<file path="config.mk">
export PLATFORM = sky130hd
export DESIGN_NAME = risc_v_mike_fetch_unit
export DESIGN_NICKNAME = d
export VERILOG_FILES = /design/src/rtl/risc_v_mike_fetch_unit.sv
export SDC_FILE = /design/constraint.sdc
export NUM_CORES = 1
export LEC_CHECK = 0
export ABC_AREA = 0
export CORE_MARGIN = 1.5
export CORE_UTILIZATION = 45
export CTS_CLUSTER_SIZE = 30
export DETAILED_ROUTE_END_ITERATION = 8
export PLACE_DENSITY = 0.8
export SYNTH_ARGS = -nofsm -noshare
export SYNTH_HDL_FRONTEND = slang
export SYNTH_SLANG_ARGS = --single-unit
</file>
<file path="constraint.sdc">
create_clock -name clk -period 6.5 [get_ports clk]
set_clock_uncertainty 0.2 [all_clocks]
set_input_delay 0.975 -clock clk [delete_from_list [all_inputs] [get_ports clk]]
set_output_delay 0.975 -clock clk [all_outputs]
set_load 0.02 [all_outputs]
</file>
<file path="src/rtl/risc_v_mike_fetch_unit.sv">
// Instruction fetch stage: owns the PC, drives the instruction memory address and fills IF/ID.
// Optional performance counters are enabled with RISC_V_MIKE_FETCH_PERF_CNT_EN.
module risc_v_mike_fetch_unit #(
  parameter logic [31:0] RESET_PC   = 32'h0000_0000,
  parameter int          IMEM_DEPTH = 1024,
  parameter logic [31:0] NOP_INSTR  = 32'h0000_0013
) (
  input  logic        clk,
  input  logic        rst,
  input  logic        stall,
  input  logic        flush,
  input  logic        redirect_valid,
  input  logic [31:0] redirect_pc,
  output logic [31:0] imem_addr,
  input  logic [31:0] imem_rd_data,
  output logic [31:0] if_id_instr,
  output logic [31:0] if_id_pc,
  output logic [31:0] if_id_pc_plus4,
  output logic        if_id_valid,
  output logic        fetch_error
`ifdef RISC_V_MIKE_FETCH_PERF_CNT_EN
  ,
  output logic [31:0] perf_fetch_cnt,
  output logic [31:0] perf_stall_cnt
`endif
);

  // 33-bit limit so that address comparisons never suffer from 32-bit wrap.
  localparam logic [32:0] ADDR_LIMIT = 33'(IMEM_DEPTH) * 33'd4;

  typedef enum logic {
    RUN  = 1'b0,
    HALT = 1'b1
  } state_t;

  state_t      state_reg, state_next;
  logic [31:0] pc_reg, pc_next;
  logic [31:0] instr_reg, instr_next;
  logic [31:0] if_pc_reg, if_pc_next;
  logic [31:0] if_pc4_reg, if_pc4_next;
  logic        valid_reg, valid_next;
  logic        error_reg, error_next;

  logic [32:0] pc_plus4_wide;
  logic [31:0] pc_plus4;
  logic        seq_oob;
  logic        redirect_bad;

  assign pc_plus4_wide = {1'b0, pc_reg} + 33'd4;
  assign pc_plus4      = pc_plus4_wide[31:0];
  assign seq_oob       = (pc_plus4_wide >= ADDR_LIMIT);
  assign redirect_bad  = (redirect_pc[1:0] != 2'b00) || ({1'b0, redirect_pc} >= ADDR_LIMIT);

  always_ff @(posedge clk) begin
    if (rst) begin
      state_reg  <= RUN;
      pc_reg     <= RESET_PC;
      instr_reg  <= NOP_INSTR;
      if_pc_reg  <= 32'd0;
      if_pc4_reg <= 32'd0;
      valid_reg  <= 1'b0;
      error_reg  <= 1'b0;
    end else begin
      state_reg  <= state_next;
      pc_reg     <= pc_next;
      instr_reg  <= instr_next;
      if_pc_reg  <= if_pc_next;
      if_pc4_reg <= if_pc4_next;
      valid_reg  <= valid_next;
      error_reg  <= error_next;
    end
  end

  always_comb begin
    state_next  = state_reg;
    pc_next     = pc_reg;
    instr_next  = instr_reg;
    if_pc_next  = if_pc_reg;
    if_pc4_next = if_pc4_reg;
    valid_next  = valid_reg;
    error_next  = error_reg;

    case (state_reg)
      RUN: begin
        if (redirect_valid) begin
          // A bad target is never loaded; the PC keeps its last legal value.
          instr_next = NOP_INSTR;
          valid_next = 1'b0;
          if (redirect_bad) begin
            state_next = HALT;
            error_next = 1'b1;
          end else begin
            pc_next = redirect_pc;
          end
        end else if (flush) begin
          instr_next = NOP_INSTR;
          valid_next = 1'b0;
          if (!stall) begin
            if (seq_oob) begin
              state_next = HALT;
              error_next = 1'b1;
            end else begin
              pc_next = pc_plus4;
            end
          end
        end else if (stall) begin
          pc_next = pc_reg;
        end else if (seq_oob) begin
          state_next = HALT;
          error_next = 1'b1;
          instr_next = NOP_INSTR;
          valid_next = 1'b0;
        end else begin
          pc_next     = pc_plus4;
          instr_next  = imem_rd_data;
          if_pc_next  = pc_reg;
          if_pc4_next = pc_plus4;
          valid_next  = 1'b1;
        end
      end
      HALT: begin
        // Everything holds; only reset leaves this state.
        state_next = HALT;
      end
      default: begin
        state_next = HALT;
        error_next = 1'b1;
      end
    endcase
  end

  assign imem_addr      = pc_reg;
  assign if_id_instr    = instr_reg;
  assign if_id_pc       = if_pc_reg;
  assign if_id_pc_plus4 = if_pc4_reg;
  assign if_id_valid    = valid_reg;
  assign fetch_error    = error_reg;

`ifdef RISC_V_MIKE_FETCH_PERF_CNT_EN
  logic [31:0] fetch_cnt_reg, fetch_cnt_next;
  logic [31:0] stall_cnt_reg, stall_cnt_next;
  logic        fetch_load;
  logic        stall_event;

  // A fetch counts only when a real instruction is loaded, not when one is held.
  assign fetch_load  = (state_reg == RUN) && !redirect_valid && !flush && !stall && !seq_oob;
  assign stall_event = (state_reg == RUN) && stall && !redirect_valid;

  always_comb begin
    fetch_cnt_next = fetch_cnt_reg;
    stall_cnt_next = stall_cnt_reg;
    if (fetch_load) begin
      fetch_cnt_next = fetch_cnt_reg + 32'd1;
    end
    if (stall_event) begin
      stall_cnt_next = stall_cnt_reg + 32'd1;
    end
  end

  always_ff @(posedge clk) begin
    if (rst) begin
      fetch_cnt_reg <= 32'd0;
      stall_cnt_reg <= 32'd0;
    end else begin
      fetch_cnt_reg <= fetch_cnt_next;
      stall_cnt_reg <= stall_cnt_next;
    end
  end

  assign perf_fetch_cnt = fetch_cnt_reg;
  assign perf_stall_cnt = stall_cnt_reg;
`endif

endmodule
</file>
==> results by group <==
Routing
  • Antenna-violating nets left: 0
  • Drt initial violations: 302
  • Via/cell ratio: about 5.6
  • Vias after detailed routing: 4,739
  • Drt first pass iters: 9
  • WL/cell: roughly 17 um
  • DR DRC count: 1
  • DRT Wirelength: 14.9 mm

Layout
  • FILL cells: 852
  • Share of layout cells above drive strength 1: 0.0688
  • Final nets: 770
  • Diodes inserted: 0
  • Most common cell after layout, fill and taps aside: clkdlybuf4s50_1
  • Most frequent cells in the layout: 197 x clkdlybuf4s50_1, 129 x dfxtp_1, 44 x and2_1
  • Util after Layout: 0.700
  • Synthesis-to-layout area growth: 49.7%

STA
  • RSZ-0062 raised after global routing: false
  • Tmin final: 4.51 ns
  • TNS Setup: 0 ns
  • Final setup fails: 0
  • Final period util: 0.695
  • Final Hold Violating Endpoints: 0
  • Relative slew slack: 0.233
  • Max Slew Vio Count: 0
  • Maximum clock rate: 222 MHz
  • Worst Tran Pin Value: between 1 and 1.5 ns

Clocking
  • Clock buffer count from CTS: 17
  • Clock latency on the worst-skew pair: 0.41 ns
  • Clock transition at path regs: 0.06 ns
  • CTS tree: done
  • Hold-fix buffers, CTS: 0
  • Number of H-tree levels: 4
  • Root buffer cell: clkbuf_16
  • Cts repair resizes: 0
  • Clock tree buffer depth: 2
  • Post-CTS setup buffer count: 0
  • CTS sink cnt: 129

Floorplan
  • Die Area: between 10,000 and 15,000 um^2
  • Initial core utilization: 0.468
  • Chip Height: around 110 um
  • Chip width: 110 um
  • Num ports: approximately 200
  • Core area: between 10,000 and 15,000 um^2
  • Core Rows: 38

Logic synthesis
  • Synth Register Bits: around 130
  • Net Count, Synth: approximately 600
  • Synth cell types: 60
  • Mapped Cells: 527
  • Synth Flop Type: dfxtp_1
  • Yosys top cell by area: dfxtp_1
  • Synth top area share: 0.503
  • Post-synth EDFFs: 0
  • Ranking of synthesized cells by area: dfxtp_1 50%, and2_1 5.4%, a22o_1 4.9%
  • Mapped Area: 5140 um^2
  • Post-synth ARST share: 0
  • Synth warn: 0
  • Syn avg cell area: 9.75 um^2
  • Sequential share of the synthesized area: 0.503

Critical path
  • CP Capture Type: flop
  • WP data required: 6.65 ns
  • Crit-path max FO: 29
  • Startpoint Class: flop
  • Crit Path Category: reg2reg
  • CP arrival: ~4.7 ns

Global routing
  • GRT Residual Overflow: 0
  • First-pass GRT wire length: 23.0 mm
  • GRT Total Usage: 0.248
  • Initial antenna violation count: 0
  • Largest net degree at the start of global routing: 75
  • Vias in the first global route: 4,581

Min path
  • Worst hold path type: reg2reg

Pwr
  • Overall power: 1880 uW
  • Worst-case vdd ir drop: about 300 uV
  • PD cells: roughly 240 nW/um^2
  • Leak: 0.00278 uW

Placement
  • Detail Placement HPWL: 10.7 mm
  • Port Buffer Count: 198
  • Routability cong.: 0.917

Outcome
  • Status: finished with violations
  • Failing checks: DRC

Flow run
  • Max-cap violations: 0
==> synth_stat cells, drive strengths merged, types with 2 or more instances <==
library cell and count:
o31a 2, nor3b 3, or4 4, nor3 14, or3 4, xor2 7
inv 6, clkbuf 36, o41ai 7, and3 4, a21oi 37, a311oi 9
ha 2, buf 13, a31oi 2, o32a 3, nor4 9, nor2b 13
nand4 11, a211oi 3, nand2 14, a22o 29, o31ai 8, a41o 2
and2 44, dfxtp 129, nor2 16, and3b 17, nand2b 3, o21ai 19
nand3 24, or2 2, a2111oi 3, and4 4, xnor2 7
==> per-layer routing <==
metal	part of all wire	vias up	GRT usage
met2	0.49	206	0.406
met3	0.071	40	0.0593
li1	-	2281	-
met5	0	-	0
met4	0.030	0	0.113
met1	0.40	2212	0.308
==> kinds of logic after synthesis <==
logic type,count (synthesis),share of synthesized area
AND/OR/NAND/NOR,187,0.225
multiplexers,2,0.00414
adder cells (fa/ha/maj),2,0.00487
XOR/XNOR,14,0.0239
buffers and inverters,55,0.0482
flip-flops,129,0.503
AO/OA/AOI/OAI,138,0.191
==> power by group <==
group	internal (uW)	switching, uW
Combinational	73.4	71.0
Sequential	802	15.0
Clock	571	351
==> worst max-delay path, stage by stage (launching register included) <==
cell and delay, ns:
dfxtp_1 0.55, nand4_2 0.23, or4_4 0.60, or4_4 0.51, a21o_1 0.19, a211o_1 0.35, or3_1 0.62, nor3_4 0.93
a22o_1 0.26
==> layout make-up <==
cell class,count,area (um^2),area share
inverter,6,22.5,0.00293
clock buffer,18,439,0.0571
clock inverter,14,140,0.0182
multi-input combinational,343,2320,0.302
sequential,129,2580,0.336
timing repair buffer,202,2010,0.261
tap,140,175,0.0228
==> metrics by stage <==
stage | std cells | setup WS [ns] | hold slack (ns) | cell area [um^2]
final | 852 | 1.99 | 0.255 | 7690
after global routing | 852 | 1.76 | 0.270 | 7690
after CTS | 852 | 2.00 | 0.257 | 7690
after detailed placement | 820 | 1.66 | 0.244 | 7110
after global placement | 820 | 1.80 | 0.241 | 7110
after floorplan | 527 | 2.86 | 0.252 | 5140
==> path summary, 6_finish.rpt <==
path,cells past startpoint,slack (ns),from,end
max,8,1.99,imem_addr[10],if_id_instr[14]
min,2,0.26,if_id_valid,if_id_valid
max reg2reg,8,1.99,imem_addr[10],if_id_instr[14]
min reg2reg,2,0.26,if_id_valid,if_id_valid
Power figures use the tool's default switching activity.
